<file path="config.mk">
export PLATFORM = sky130hd
export DESIGN_NAME = bus_read_write_logic
export DESIGN_NICKNAME = d
export VERILOG_FILES = /design/src/rtl/pic_pkg.sv /design/src/rtl/pic_sync_chain.sv /design/src/rtl/bus_read_write_logic.sv
export SDC_FILE = /design/constraint.sdc
export NUM_CORES = 1
export LEC_CHECK = 0
export ABC_AREA = 1
export ABC_CLOCK_PERIOD_IN_PS = 1920
export BUFFER_PORTS_ARGS = -buffer_cell sky130_fd_sc_hd__buf_2
export CORE_ASPECT_RATIO = 0.8
export CORE_MARGIN = 3
export CORE_UTILIZATION = 40
export DETAILED_ROUTE_END_ITERATION = 6
export GPL_TIMING_DRIVEN = 0
export PLACE_DENSITY_LB_ADDON = 0.2
export SLEW_MARGIN = 10
export SYNTH_ARGS = -nofsm -noshare
export SYNTH_HDL_FRONTEND = slang
export SYNTH_SLANG_ARGS = --single-unit
export TNS_END_PERCENT = 5
</file>
<file path="constraint.sdc">
create_clock -name clk -period 1.92 [get_ports clk]
set_input_delay 0.096 -clock clk [delete_from_list [all_inputs] [get_ports clk]]
set_output_delay 0.096 -clock clk [all_outputs]
set_load 0.01 [all_outputs]
</file>
<file path="src/rtl/pic_pkg.sv">
// Shared definitions for the 8259 CPU bus front end: FSM encoding, read
// register selects, command-word bit positions and the write decoder.
package pic_pkg;

    typedef enum logic [1:0] {
        ST_IDLE      = 2'd0,
        ST_WR_ACTIVE = 2'd1,
        ST_COMMIT    = 2'd2,
        ST_RD_ACTIVE = 2'd3
    } bus_state_t;

    localparam logic READ_IRR = 1'b0;
    localparam logic READ_ISR = 1'b1;

    localparam int ICW1_SEL = 4;
    localparam int OCW3_SEL = 3;
    localparam int RR       = 1;
    localparam int RIS      = 0;

    typedef struct packed {
        logic icw1;
        logic icw2_4;
        logic ocw1;
        logic ocw2;
        logic ocw3;
    } strobe_t;

    // A0=1 cannot be told apart here (ICW2/3/4 vs OCW1); the controller's
    // own init state decides which one it is, so both strobes fire.
    function automatic strobe_t decode_write(input logic a0, input logic [7:0] d);
        strobe_t s;
        s = '0;
        if (a0) begin
            s.icw2_4 = 1'b1;
            s.ocw1   = 1'b1;
        end else if (d[ICW1_SEL]) begin
            s.icw1 = 1'b1;
        end else if (!d[OCW3_SEL]) begin
            s.ocw2 = 1'b1;
        end else begin
            s.ocw3 = 1'b1;
        end
        return s;
    endfunction

endpackage

</file>
<file path="src/rtl/pic_sync_chain.sv">
// Multi-flop synchroniser for one asynchronous CPU control line.
// RESET_VALUE lets active-low strobes come out of reset inactive.
module pic_sync_chain #(
    parameter int   STAGES      = 2,
    parameter logic RESET_VALUE = 1'b0
) (
    input  logic clk,
    input  logic rst_n,
    input  logic d,
    output logic q
);

    logic [STAGES-1:0] sync_q;

    always_ff @(posedge clk or negedge rst_n) begin
        if (!rst_n) begin
            sync_q <= {STAGES{RESET_VALUE}};
        end else begin
            sync_q <= {sync_q[STAGES-2:0], d};
        end
    end

    assign q = sync_q[STAGES-1];

endmodule

</file>
<file path="src/rtl/bus_read_write_logic.sv">
// CPU-side front end of the 8259: synchronises the bus, commits write bytes
// as one-cycle ICW/OCW strobes and returns IRR/ISR/IMR on reads.
module bus_read_write_logic
    import pic_pkg::*;
#(
    parameter int SYNC_STAGES = 2
) (
    input  logic       clk,
    input  logic       rst_n,
    input  logic       chip_select_n,
    input  logic       read_enable_n,
    input  logic       write_enable_n,
    input  logic       address,
    input  logic [7:0] data_bus_in,
    input  logic [7:0] interrupt_request_register,
    input  logic [7:0] in_service_register,
    input  logic [7:0] interrupt_mask_register,
    output logic [7:0] internal_data_bus,
    output logic       write_initial_command_word_1_reset,
    output logic       write_initial_command_word_2_4,
    output logic       write_operation_control_word_1,
    output logic       write_operation_control_word_2,
    output logic       write_operation_control_word_3,
    output logic [7:0] data_bus_out,
    output logic       data_bus_out_enable
);

    logic       s_cs_n;
    logic       s_rd_n;
    logic       s_wr_n;
    logic       s_a0;
    logic [7:0] data_pipe [SYNC_STAGES];
    logic [7:0] s_data;

    bus_state_t state;
    bus_state_t next_state;

    logic [7:0] cap_data;
    logic       cap_a0;
    logic       commit_edge;
    logic       read_select;
    strobe_t    strobe_q;

    // Active-low controls reset to 1 so the FSM never sees a phantom access.
    pic_sync_chain #(.STAGES(SYNC_STAGES), .RESET_VALUE(1'b1)) u_sync_cs (
        .clk(clk), .rst_n(rst_n), .d(chip_select_n), .q(s_cs_n));
    pic_sync_chain #(.STAGES(SYNC_STAGES), .RESET_VALUE(1'b1)) u_sync_rd (
        .clk(clk), .rst_n(rst_n), .d(read_enable_n), .q(s_rd_n));
    pic_sync_chain #(.STAGES(SYNC_STAGES), .RESET_VALUE(1'b1)) u_sync_wr (
        .clk(clk), .rst_n(rst_n), .d(write_enable_n), .q(s_wr_n));
    pic_sync_chain #(.STAGES(SYNC_STAGES), .RESET_VALUE(1'b0)) u_sync_a0 (
        .clk(clk), .rst_n(rst_n), .d(address), .q(s_a0));

    // Data delayed by the same depth as the controls so each sample lines up.
    always_ff @(posedge clk or negedge rst_n) begin
        if (!rst_n) begin
            for (int i = 0; i < SYNC_STAGES; i++) begin
                data_pipe[i] <= 8'h00;
            end
        end else begin
            data_pipe[0] <= data_bus_in;
            for (int i = 1; i < SYNC_STAGES; i++) begin
                data_pipe[i] <= data_pipe[i-1];
            end
        end
    end

    assign s_data = data_pipe[SYNC_STAGES-1];

    always_ff @(posedge clk or negedge rst_n) begin
        if (!rst_n) begin
            state <= ST_IDLE;
        end else begin
            state <= next_state;
        end
    end

    always_comb begin
        next_state = state;
        case (state)
            ST_IDLE: begin
                if (!s_cs_n && !s_wr_n) begin
                    next_state = ST_WR_ACTIVE;
                end else if (!s_cs_n && !s_rd_n) begin
                    next_state = ST_RD_ACTIVE;
                end
            end
            ST_WR_ACTIVE: begin
                if (s_wr_n || s_cs_n) begin
                    next_state = ST_COMMIT;
                end
            end
            ST_COMMIT: begin
                next_state = ST_IDLE;
            end
            ST_RD_ACTIVE: begin
                if (s_rd_n || s_cs_n) begin
                    next_state = ST_IDLE;
                end
            end
            default: begin
                next_state = ST_IDLE;
            end
        endcase
    end

    assign commit_edge = (state == ST_WR_ACTIVE) && (next_state == ST_COMMIT);

    // Only samples taken while the write is still qualified are kept.
    always_ff @(posedge clk or negedge rst_n) begin
        if (!rst_n) begin
            cap_data <= 8'h00;
            cap_a0   <= 1'b0;
        end else if (next_state == ST_WR_ACTIVE) begin
            cap_data <= s_data;
            cap_a0   <= s_a0;
        end
    end

    always_ff @(posedge clk or negedge rst_n) begin
        if (!rst_n) begin
            strobe_q          <= '0;
            internal_data_bus <= 8'h00;
            read_select       <= READ_IRR;
        end else begin
            strobe_q <= commit_edge ? decode_write(cap_a0, cap_data) : '0;
            if (commit_edge) begin
                internal_data_bus <= cap_data;
                if (!cap_a0) begin
                    if (cap_data[ICW1_SEL]) begin
                        read_select <= READ_IRR;
                    end else if (cap_data[OCW3_SEL] && cap_data[RR]) begin
                        read_select <= cap_data[RIS];
                    end
                end
            end
        end
    end

    assign write_initial_command_word_1_reset = strobe_q.icw1;
    assign write_initial_command_word_2_4     = strobe_q.icw2_4;
    assign write_operation_control_word_1     = strobe_q.ocw1;
    assign write_operation_control_word_2     = strobe_q.ocw2;
    assign write_operation_control_word_3     = strobe_q.ocw3;

    // Read data is valid from the same edge the enable rises and is parked at 0 otherwise.
    always_ff @(posedge clk or negedge rst_n) begin
        if (!rst_n) begin
            data_bus_out <= 8'h00;
        end else if (next_state == ST_RD_ACTIVE) begin
            if (s_a0) begin
                data_bus_out <= interrupt_mask_register;
            end else if (read_select == READ_ISR) begin
                data_bus_out <= in_service_register;
            end else begin
                data_bus_out <= interrupt_request_register;
            end
        end else begin
            data_bus_out <= 8'h00;
        end
    end

    assign data_bus_out_enable = (state == ST_RD_ACTIVE);

endmodule

</file>
==> out/metrics.yaml <==
ys_top_cells_by_area: "dfrtp_1 (62%), nand2_1 (8.4%), dfstp_2 (7.9%)"
period_minus_slack_ns: 1.385
cts-root-buf: "clkbuf_8"
final.setup.tns_ns: 0
synth_compound_area_share_pct: 4.247
syn_nets: 220
maxSlewViolCount: 0
dp_worst_setup_slack_ns: 0.5333
r2r_cells: 6
postLayoutCoreUtil_pct: 55.24
worstSetupPathType: "reg2reg"
clk_latency_ns: 0.31
synthMuxAreaShare_pct: 3.998
cap_violations: 0
ctsResizeCount: 0
finClkSkew_ns: 0.007498
wl_per_cell_um: 11.22
fmaxAchievable_mhz: 721.8
wl_um: 3612
synth-xor-area-share_pct: 0
drive_gt1_share_pct: 31.68
post-cts-setup-buffer-count: 0
cp_slowest_stage_delay_ns: 0.57
synthAdderAreaFrac_pct: 0
rsz0062_at_grt: "false"
grtUsageTotal_pct: 13.45
place_area_um2: 2374
hold_class: "in2reg"
relSlewSlack_pct: 55.86
wirelength_met1_um: 1662
wl_met2_um: 1696
start_kind: "flip-flop"
yosysTopAreaCell: "dfrtp_1"
cts_buffer_depth: 2
fin_area_um2: 2600
start_util_pct: 42.56
tritoncts: "built"
crit_start: "u_sync_cs.sync_q[1]$_DFF_PN1_"
die-area_um2: 5898
p_leak_nw: 1.397
fin_nets: 299
port-buffer-count: 59
place.gp.congestion: 0.7260
powerDensity_nw_per_um2: 1008
postSynthCellCount: 182
critical_path_arrival_ns: 1.64
rr_startpoint: "u_sync_cs.sync_q[1]$_DFF_PN1_"
core_um2: 4707
die_h_um: 69.30
synth_top_family_by_area: "simple AND/OR/NAND/NOR gates"
antenna_left: 0
cp-endpoint: "internal_data_bus[6]$_DFFE_PN0P_"
antenna_found_initial: 0
grt_pass1_vias: 1365
setup_slack_ns: 0.5345
crit_top_cell: "nand2_1"
place.detailed.hpwl_um: 2445
synth-simple-area-share_pct: 16.74
synth_top_area_share_pct: 62.46
required_ns: 2.18
dr.first_iter.drc_count: 56
rows: 22
crit_path_end_kind: "flip-flop"
antenna-diode-count: 0
avgSynthCellArea_um2: 11.01
r2r_end: "internal_data_bus[6]$_DFFE_PN0P_"
dr.pass1.iters: 4
drc: 0
cp_cell_sequence: "nor2_4, nand2_1, buf_2, buf_4, nand3_1, nand2_1"
path_clk_slew_ns: 0.10
overflow: 0
ir_drop_mv: 0.5712
yosysSeqAreaShare_pct: 70.33
ctsHtreeMaxLevel: 2
cts_sinks: 56
met3WireLength_um: 191
path_max_fanout: 10
num_vias: 1407
multiInputGateArea_um2: 500.5
syn_to_final_growth_pct: 29.79
status: "finished, final reports clean"
regArea_um2: 1409
fin_crit_sh_pct: 72.16
synth_cell_types: 21
die_w_um: 85.12
finalHoldViolCount: 0
ioPinCount: 60
finalSetupViolCount: 0
grt_start_max_net_pins: 57
via_per_inst: 4.370
n_fill_cell: 426
syn_area_um2: 2003
worst_pin_slew_ns: 0.6621
yosysWarnings: 0
grt_pass1_wl_um: 6203
ys_ff_latch: 56
top_layer_used: "met4"
cpMaxStageDelayCell: "dfstp_2"
reg2reg_slack_ns: 0.53
cts_buffers: 5
-- Yosys cell counts, drive strengths merged --
library cell  count
mux2i             8
buf               6
dfstp             6
nand3            13
dfrtp            50
nand2            46
and2              1
inv              15
o21ai            14
nor2             17
a21oi             3
clkbuf            1
nor3              2
-- through the flow --
| step | cells | power, W | hold slack, ns |
|---|---|---|---|
| 3_3_place_gp | 301 | 0.001968 | 0.2010 |
| 6_report | 322 | 0.002621 | 0.03784 |
| 3_5_place_dp | 301 | 0.001978 | 0.2025 |
| 4_1_cts | 321 | 0.002657 | 0.03104 |
| 2_1_floorplan | 182 | 0.001755 | -0.1996 |
| 5_1_grt | 322 | 0.002799 | 0.04076 |
-- cell usage in the layout, fill, tap and decap left out, drive strengths merged --
master        n
clkinvlp      1
dlygate4sd3  13
dfrtp        50
mux2i         8
and2          1
nor2         17
clkbuf        6
o21ai        14
inv          17
buf          65
dfstp         6
nand3        13
nor3          2
nand2        46
a21oi         3
-- final cells by class --
class	instances	share of cell area [%]
plain buffers	7	1.444
repair buffers	72	16.46
clock buffers	5	2.647
well taps	60	2.887
flip-flops and latches	56	54.19
inverters	15	2.166
clock inverters	3	0.9625
multi-input cells	104	19.25
-- repair_timing --
item	in CTS	in global routing
hold endpoints to repair	12	50
hold buffers	12	1
setup endpoints to repair	0	0
-- flip-flops by register name, indices dropped and copies added (netlist names), 2 cells and up --
name / count
u_sync_rd.sync_q: 2
data_bus_out: 8
u_sync_wr.sync_q: 2
state: 2
s_data: 8
data_pipe: 8
internal_data_bus: 8
u_sync_a0.sync_q: 2
cap_data: 8
u_sync_cs.sync_q: 2
-- kinds of logic (layout without fill, tap and decap cells) --
family | Yosys count | count (layout)
AND/OR/NAND/NOR | 79 | 79
flip-flops | 56 | 56
buffers and inverters | 22 | 102
AO/OA/AOI/OAI | 17 | 17
multiplexers | 8 | 8
-- worst min path at each step --
stage,startpoint,endpoint,cells past startpoint
3_3_place_gp,chip_select_n,u_sync_cs.sync_q[0]$_DFF_PN1_,1
4_1_cts,interrupt_mask_register[2],data_bus_out[2]$_DFF_PN0_,3
5_1_grt,interrupt_mask_register[1],data_bus_out[1]$_DFF_PN0_,3
6_report,interrupt_mask_register[3],data_bus_out[3]$_DFF_PN0_,3
2_1_floorplan,rst_n,cap_a0$_DFFE_PN0N_,0
3_5_place_dp,chip_select_n,u_sync_cs.sync_q[0]$_DFF_PN1_,1
-- power breakdown --
| group | switching, W | internal (W) | leakage [nW] |
|---|---|---|---|
| Sequential | 0.0000747 | 0.00135 | 0.686 |
| Clock | 0.000391 | 0.000266 | 0.0452 |
| Combinational | 0.000316 | 0.000228 | 0.665 |
-- worst max-delay path, delay by kind of cell (launching register included) --
family | cells | cell delay [ns]
DFF | 1 | 0.57
buffers and inverters | 2 | 0.43
and+or+nand+nor | 4 | 0.32
-- routing by layer --
layer / vias to the layer above / global-route usage [%]
li1: 726 / -
met1: 644 / 18.00
met2: 32 / 20.00
met3: 5 / 4.038
met4: 0 / 6.327
met5: - / 0
No activity file was read; power rests on OpenSTA's default activity.
